===== src/rtl/vram_pkg.sv =====
// Shared types and constants for the VRAM CPU-write path.
// An entry is stored unmodified; address translation happens downstream.
package vram_pkg;

    localparam int VRAM_AW        = 20;
    localparam int VRAM_DW        = 16;
    localparam int WR_SLOT_PERIOD = 6;

    typedef struct packed {
        logic               word;
        logic [VRAM_AW-1:0] addr;
        logic [VRAM_DW-1:0] data;
    } vram_wr_t;

    typedef enum logic {
        ST_IDLE    = 1'b0,
        ST_PRESENT = 1'b1
    } wr_state_e;

    // Spectrum-mode writes (addr bit19 clear) are discarded while the screen is off.
    function automatic logic is_filtered(input logic scr_off, input logic [VRAM_AW-1:0] addr);
        return scr_off & ~addr[VRAM_AW-1];
    endfunction

endpackage


===== src/rtl/vram_wr_fifo.sv =====
// Synchronous FIFO whose head entry is held in a register, so the consumer
// sees a glitch-free value that only moves on a pop.
module vram_wr_fifo
    import vram_pkg::*;
#(
    parameter int DEPTH = 4
) (
    input  logic                   i_clk,
    input  logic                   i_rst_n,
    input  logic                   i_push,
    input  logic                   i_pop,
    input  vram_wr_t               i_data,
    output vram_wr_t               o_head,
    output logic                   o_full,
    output logic                   o_empty,
    output logic [$clog2(DEPTH):0] o_level
);

    localparam int PW = $clog2(DEPTH);

    vram_wr_t          r_mem [DEPTH];
    logic [PW-1:0]     r_wr_ptr;
    logic [PW-1:0]     r_rd_ptr;
    logic [PW:0]       r_level;
    vram_wr_t          r_head;
    vram_wr_t          w_head_next;
    logic [PW-1:0]     w_rd_ptr_inc;

    assign w_rd_ptr_inc = r_rd_ptr + PW'(1);

    // A pop of the last entry with a coincident push bypasses storage.
    always_comb begin
        w_head_next = r_head;
        if (i_pop) begin
            if (r_level != (PW+1)'(1)) begin
                w_head_next = r_mem[w_rd_ptr_inc];
            end else if (i_push) begin
                w_head_next = i_data;
            end
        end else if (i_push && (r_level == '0)) begin
            w_head_next = i_data;
        end
    end

    always_ff @(posedge i_clk) begin
        if (i_push) begin
            r_mem[r_wr_ptr] <= i_data;
        end
    end

    always_ff @(posedge i_clk or negedge i_rst_n) begin
        if (!i_rst_n) begin
            r_wr_ptr <= '0;
            r_rd_ptr <= '0;
            r_level  <= '0;
            r_head   <= '0;
        end else begin
            r_head <= w_head_next;
            if (i_push) begin
                r_wr_ptr <= r_wr_ptr + PW'(1);
            end
            if (i_pop) begin
                r_rd_ptr <= w_rd_ptr_inc;
            end
            case ({i_push, i_pop})
                2'b10:   r_level <= r_level + (PW+1)'(1);
                2'b01:   r_level <= r_level - (PW+1)'(1);
                default: r_level <= r_level;
            endcase
        end
    end

    assign o_head  = r_head;
    assign o_level = r_level;
    assign o_full  = (r_level == (PW+1)'(DEPTH));
    assign o_empty = (r_level == '0);

endmodule


===== src/rtl/vram_wr_queue.sv =====
// CPU-side VRAM write queue feeding the video block's WR_CPU slot: filters
// screen-off Spectrum writes, buffers the rest and presents the head entry.
module vram_wr_queue
    import vram_pkg::*;
#(
    parameter int DEPTH = 4,
    parameter int AW    = VRAM_AW,
    parameter int DW    = VRAM_DW
) (
    input  logic                   clk42_i,
    input  logic                   res_n_i,
    input  logic [AW-1:0]          cpu_addr_i,
    input  logic [DW-1:0]          cpu_data_i,
    input  logic                   cpu_word_i,
    input  logic                   cpu_wr_i,
    input  logic                   scr_wr_off_i,
    output logic                   cpu_full_o,
    output logic [AW-1:0]          vaddr_o,
    output logic [DW-1:0]          md_o,
    output logic                   wr_o,
    output logic                   double_cas_o,
    input  logic                   slot_i,
    output logic                   ovf_o,
    input  logic                   ovf_clr_i,
    output logic [$clog2(DEPTH):0] level_o
);

    localparam int LW = $clog2(DEPTH) + 1;

    wr_state_e   r_state;
    wr_state_e   w_state_next;
    logic        r_ovf;
    logic        w_filtered;
    logic        w_pop;
    logic        w_push;
    logic        w_ovf_evt;
    logic        w_full;
    logic        w_empty;
    logic [LW-1:0] w_level;
    vram_wr_t    w_entry;
    vram_wr_t    w_head;

    assign w_entry    = {cpu_word_i, cpu_addr_i, cpu_data_i};
    assign w_filtered = is_filtered(scr_wr_off_i, cpu_addr_i);
    assign w_pop      = slot_i & (r_state == ST_PRESENT);
    // A full queue still accepts a write when the slot frees an entry in the same cycle.
    assign w_push     = cpu_wr_i & ~w_filtered & (~w_full | w_pop);
    assign w_ovf_evt  = cpu_wr_i & ~w_filtered & w_full & ~w_pop;

    vram_wr_fifo #(
        .DEPTH (DEPTH)
    ) u_fifo (
        .i_clk   (clk42_i),
        .i_rst_n (res_n_i),
        .i_push  (w_push),
        .i_pop   (w_pop),
        .i_data  (w_entry),
        .o_head  (w_head),
        .o_full  (w_full),
        .o_empty (w_empty),
        .o_level (w_level)
    );

    always_comb begin
        w_state_next = r_state;
        case (r_state)
            ST_IDLE: begin
                if (w_push) begin
                    w_state_next = ST_PRESENT;
                end
            end
            ST_PRESENT: begin
                if (w_pop && (w_level == LW'(1)) && !w_push) begin
                    w_state_next = ST_IDLE;
                end
            end
            default: w_state_next = ST_IDLE;
        endcase
    end

    always_ff @(posedge clk42_i or negedge res_n_i) begin
        if (!res_n_i) begin
            r_state <= ST_IDLE;
            r_ovf   <= 1'b0;
        end else begin
            r_state <= w_state_next;
            if (w_ovf_evt) begin
                r_ovf <= 1'b1;
            end else if (ovf_clr_i) begin
                r_ovf <= 1'b0;
            end
        end
    end

    assign wr_o         = (r_state == ST_PRESENT);
    assign vaddr_o      = w_head.addr;
    assign md_o         = w_head.data;
    assign double_cas_o = w_head.word;
    assign cpu_full_o   = w_full;
    assign ovf_o        = r_ovf;
    assign level_o      = w_level;

    logic w_unused;
    assign w_unused = w_empty;

endmodule


===== config.mk =====
export PLATFORM = sky130hd
export DESIGN_NAME = vram_wr_queue
export DESIGN_NICKNAME = d
export VERILOG_FILES = /design/src/rtl/vram_pkg.sv /design/src/rtl/vram_wr_fifo.sv /design/src/rtl/vram_wr_queue.sv
export SDC_FILE = /design/constraint.sdc
export NUM_CORES = 1
export LEC_CHECK = 0
export CORE_UTILIZATION = 40
export CTS_CLUSTER_SIZE = 16
export DETAILED_ROUTE_END_ITERATION = 10
export HOLD_SLACK_MARGIN = 0.02
export PLACE_DENSITY_LB_ADDON = 0.15
export SYNTH_ARGS = -nofsm -noshare
export SYNTH_HDL_FRONTEND = slang
export SYNTH_HIERARCHICAL = 1
export SYNTH_SLANG_ARGS = --single-unit

===== constraint.sdc =====
create_clock -name clk42_i -period 3.2 [get_ports clk42_i]
set_input_delay 0.48 -clock clk42_i [delete_from_list [all_inputs] [get_ports clk42_i]]
set_output_delay 0.48 -clock clk42_i [all_outputs]
set_load 0.05 [all_outputs]

== Word-level counts from Yosys, hierarchy flattened ==
Memory sizes are Yosys's and may differ from the RTL's.
Index checks and enable logic that the tools add are counted.

* Register bits: 46
* Latch bits: 0
* Memory bits (writable): 148
* Memory bits (read-only): 0
* Bits of input ports: 43
* Output and inout port bits: 43
* Logic and storage cells: 51
* Memories: 1

{| class="wikitable"
|+ Memory list
! name !! depth !! bits a word !! read ports !! clocked after memory_dff !! wr ports !! RTL line !! source
|-
| u_fifo.r_mem || 4 || 37 || 1 || 0 || 1 || vram_wr_fifo.sv:21 || <nowiki>vram_wr_t r_mem [DEPTH];</nowiki>
|}

* Add/sub/neg operators: 4
* Multiply operators: 0
* Div/mod/pow operators: 0
* Order comparisons: 0
* Equal/unequal tests: 6
* Shift operators: 0
* Muxes and demuxes: 11
* Bitwise operators: 12
* Reductions and logical operators: 9

{| class="wikitable"
|+ Operator list
! cell !! count
|-
| $mux 37 || 4
|-
| $and 1x1->1 || 6
|-
| $pmux 3 s2 || 1
|-
| $reduce_bool 2->1 || 3
|-
| $mux 1 || 5
|-
| $not 1->1 || 5
|-
| $add 2x1->2 const B || 2
|-
| $add 3x1->3 const B || 1
|-
| $eq 3x1->1 const B || 1
|-
| $eq 3x3->1 const B || 1
|-
| $logic_and 1x1->1 || 3
|-
| $logic_not 3->1 || 1
|-
| $ne 3x1->1 const B || 1
|-
| $ne 3x2->1 const B || 1
|-
| $sub 3x1->3 const B || 1
|-
| $eq 2x1->1 const B || 1
|-
| $eq 2x2->1 const B || 1
|-
| $pmux 1 s2 || 1
|-
| $reduce_and 2->1 || 1
|-
| $logic_not 1->1 || 1
|-
| $or 1x1->1 || 1
|}

== Depth between registers and ports, before layout ==
* Depth after elaboration: 9
* Gate-level depth with buffers: 14
* Gate-level depth less buffers: 11

== Modules after synthesis ==
The synthesis kept the hierarchy.

{| class="wikitable"
|+ By module, submodules not included
! module !! instances !! cells an instance !! area an instance (um^2) !! seq. area each (um^2)
|-
| vram_wr_fifo || 1 || 440 || 7,516.0 || 5,545.3
|-
| vram_wr_queue || 1 || 13 || 130.1 || 50.0
|}

== Worst setup path after synthesis ==
OpenSTA, ideal clock, no wires.

* Path kind: register to register
* Start: reg u_fifo.r_level[0] (netlist: u_fifo/o_level[0])
* End: mem u_fifo/r_mem[1][0] in the netlist's numbering (enable)
* Library setup time: 0.398 ns
* Arrival time: 2.808 ns
* Required time: 2.802 ns
* Setup slack: -0.006 ns
* Cell stages (with the launch flop): 8
* Path buffers: 1
* Period minus slack after synthesis: 3.206 ns
* Cells stage by stage: dfrtp_1 -> inv_1 -> ha_1 -> and2_1 -> a21boi_0 -> nor3_1 -> buf_4 -> and2_1

* Longest elaborated chain between the ends: 6

{| class="wikitable"
|+ Ends and longest elaborated chain
! what !! RTL line !! source
|-
| start: declaration || vram_wr_fifo.sv:24 || <nowiki>logic [PW:0] r_level;</nowiki>
|-
| start signal: assignment || vram_wr_fifo.sv:66 || <nowiki>2'b10: r_level <= r_level + (PW+1)'(1);</nowiki>
|-
| start signal: assignment || vram_wr_fifo.sv:67 || <nowiki>2'b01: r_level <= r_level - (PW+1)'(1);</nowiki>
|-
| start signal: assignment || vram_wr_fifo.sv:68 || <nowiki>default: r_level <= r_level;</nowiki>
|-
| $eq 3x3->1 || vram_wr_fifo.sv:75 || <nowiki>assign o_full = (r_level == (PW+1)'(DEPTH));</nowiki>
|-
| named net cpu_full_o || vram_wr_queue.sv:17 || <nowiki>output logic cpu_full_o,</nowiki>
|-
| $not 1->1 || vram_wr_queue.sv:47 || <nowiki>assign w_push = cpu_wr_i & ~w_filtered & (~w_full | w_pop);</nowiki>
|-
| $or 1x1->1 || vram_wr_queue.sv:47 ||
|-
| $and 1x1->1 || vram_wr_queue.sv:47 ||
|-
| named net w_push || vram_wr_queue.sv:35 || <nowiki>logic w_push;</nowiki>
|-
| $mux 1 || vram_wr_fifo.sv:46 || <nowiki>if (i_push) begin</nowiki>
|-
| $mux 1 (implied by the code) || vram_wr_fifo.sv:47 || <nowiki>r_mem[r_wr_ptr] <= i_data;</nowiki>
|-
| end: declaration || vram_wr_fifo.sv:21 ||
|}

The timed path passes the listed nets, and every way through them passes these cells.

== Final worst setup path ==
* Start: reg u_fifo.r_level[0] (netlist: u_fifo/o_level[0])
* End: out cpu_full_o

* Longest elaborated chain between the ends: 1

{| class="wikitable"
|+ Ends and longest elaborated chain
! what !! RTL line
|-
| $eq 3x3->1 || vram_wr_fifo.sv:75
|-
| end: declaration || vram_wr_queue.sv:17
|}

No other way between the ends.

==> run_results.csv <==
group,metric,value,unit
clocking,clock-sinks,194,
route,wl_met3,639,um
floorplan,dieArea,0.0197,mm^2
grt,grt_pass1_wl,24.4,mm
critical_path,cp-start-kind,"register",
critical_path,critical_path.max_fanout,6,
grt,antenna_found_initial,0,
placed_design,place_congestion,0.714,
clocking,cts_made_buffers,17,
cells_and_area,final_core_util,49.8,%
timing,finalHoldViolations,0,
clocking,cts-resized-gates,0,
route,drt-total-wl,15.4,mm
cells_and_area,area_growth,22.0,%
yosys,synth_fp_nets,504,
critical_path,cp_data_arrival_time,2.11,ns
cells_and_area,final_cells,794,
grt,grt_overflow,0,
pwr,p_leak,3.29,nW
timing,slew_viol_final,0,
route,dr.pass1.iters,4,
clocking,clkLatencyLatePin,0.42,ns
grt,grt_pass1_vias,4341,
route,wl_met1,6.88,mm
critical_path,slowest_delay,0.81,ns
critical_path,cp-end-kind,"primary output",
yosys,netlist_instances,452,
route,top_layer,"met4",
placed_design,dp_hpwl,9.20,mm
floorplan,die_x,140,um
clocking,cts_tree,"yes",
route,vias_per_cell,5.15,
floorplan,io_pins,86,
route,drcViolationCount,0,
timing,max_freq,0.385,GHz
floorplan,die_y,140,um
route,drt_iter0_drc,179,
clocking,cts_hold_buf,0,
cells_and_area,fin_nets,599,
yosys,syn_area_per_cell,16.9,um^2
timing,fin_crit,2.59,ns
route,vias,4089,
critical_path,cpMaxStageDelayCell,"clkdlybuf4s50_1",
pwr,total_power,9.28,mW
timing,finalCritPeriodShare,81.1,%
placed_design,place.port_buffers,85,
critical_path,crit_chain,"inv_1 > ha_1 > and2_1 > clkdlybuf4s50_1",
grt,grt.total_usage,16.9,%
status,status,"finished, final reports clean",
grt,grt_max_degree,75,
clocking,clkTransAtPathRegs,0.07,ns
floorplan,rows,50,
critical_path,worstSetupPathType,"reg -> out",
placed_design,postPlaceCellArea,0.00875,mm^2
cells_and_area,fillerInstances,1592,
yosys,ys.warnings.count,6,
worst_hold_path,hold_path_class,"in -> async",
route,antenna_left,0,
cells_and_area,final_area,0.00932,mm^2
timing,finalSetupViolations,0,
pwr,ir_drop,0.000440,V
cells_and_area,diodes,0,
pwr,p_per_area,996,mW/mm^2
timing,slew_headroom,35.7,%
timing,clock_skew,0.00838,ns
critical_path,worst_ep_required_time,2.72,ns
route,met2WireLength,7.78,mm
job,cap_violations,0,
cells_and_area,final_cell_mix,"edfxtp_1, clkdlybuf4s50_1, nand2_1",
yosys,synth.cell_area,0.00764,mm^2
placed_design,place_inst,762,
cells_and_area,layout-drive-gt1-share,16.6,%
timing,worst_slew_pin_slew,0.961,ns
timing,rsz0062_at_grt,"false",
timing,tns,0,ns
clocking,post_cts_buffers,0,
clocking,htreeDepth,4,
cells_and_area,final_common_cell,"edfxtp_1",
route,wl_per_cell,19.4,um
floorplan,core,0.0187,mm^2
clocking,cts.path.max_buffers,2,
floorplan,initial_core_util,40.8,%
clocking,cts_root_buf,"clkbuf_16",
## worst paths after layout
check | from | cells past startpoint | slack [ns] | end
hold reg to reg | ovf_o$_DFFE_PN0P_ | 2 | 0.51 | ovf_o$_DFFE_PN0P_
min in group clk42_i | ovf_o$_DFFE_PN0P_ | 2 | 0.51 | ovf_o$_DFFE_PN0P_
setup reg to reg | u_fifo/o_level[0]$_DFFE_PN0P_ | 13 | 0.63 | u_fifo/o_head[33]$_DFFE_PN0P_
max in group asynchronous | res_n_i | 2 | 2.35 | u_fifo/r_rd_ptr[1]$_DFFE_PN0P_
setup / recovery | u_fifo/o_level[0]$_DFFE_PN0P_ | 4 | 0.61 | cpu_full_o
hold / removal | res_n_i | 1 | 0.03 | u_fifo/o_level[0]$_DFFE_PN0P_
## per-layer routing
metal  GRT usage (%)  up-vias
li1                -     1890
met1            21.4     2105
met2            28.8       85
met3            4.62        9
met4            4.68        0
met5               0        -
## stage by stage
stage	hold WS, ns	setup WS (ns)
after global routing	0.0554	0.366
after detailed placement	0.485	0.485
after CTS	0.0393	0.570
after floorplan	0.184	0.00576
final	0.0270	0.605
after global placement	0.486	0.575
## power breakdown
group / total [mW] / switching [mW] / leakage (nW) / internal [mW]
sequential: 3.68 / 0.359 / 1.87 / 3.32
combinational: 3.52 / 2.15 / 1.14 / 1.37
clock: 2.08 / 0.900 / 0.274 / 1.18
total: 9.28 / 3.41 / 3.29 / 5.87
## final cells by class
type / instances / area [um^2] / area share [%]
clock inverters: 11 / 128 / 1.37
well taps: 234 / 293 / 3.14
multi-input cells: 225 / 1830 / 19.6
clock buffers: 21 / 450 / 4.83
repair buffers: 100 / 996 / 10.7
inverters: 9 / 33.8 / 0.362
flip-flops and latches: 194 / 5600 / 60.0
## worst max-delay path, delay by kind of cell, from the launching register on
kind | cells | cell delay (ns)
buffers and inverters | 2 | 0.92
DFF | 1 | 0.44
adders and majority gates | 1 | 0.16
and+or+nand+nor | 1 | 0.16
## sequential cells by signal (all words and copies together) (netlist names)
name / cells
u_fifo/r_mem: 148
u_fifo/o_head: 37
u_fifo/o_level: 3
u_fifo/r_rd_ptr: 2
u_fifo/r_wr_ptr: 2
ovf_o: 1
wr_o: 1
(Power assumes the default switching activity.)
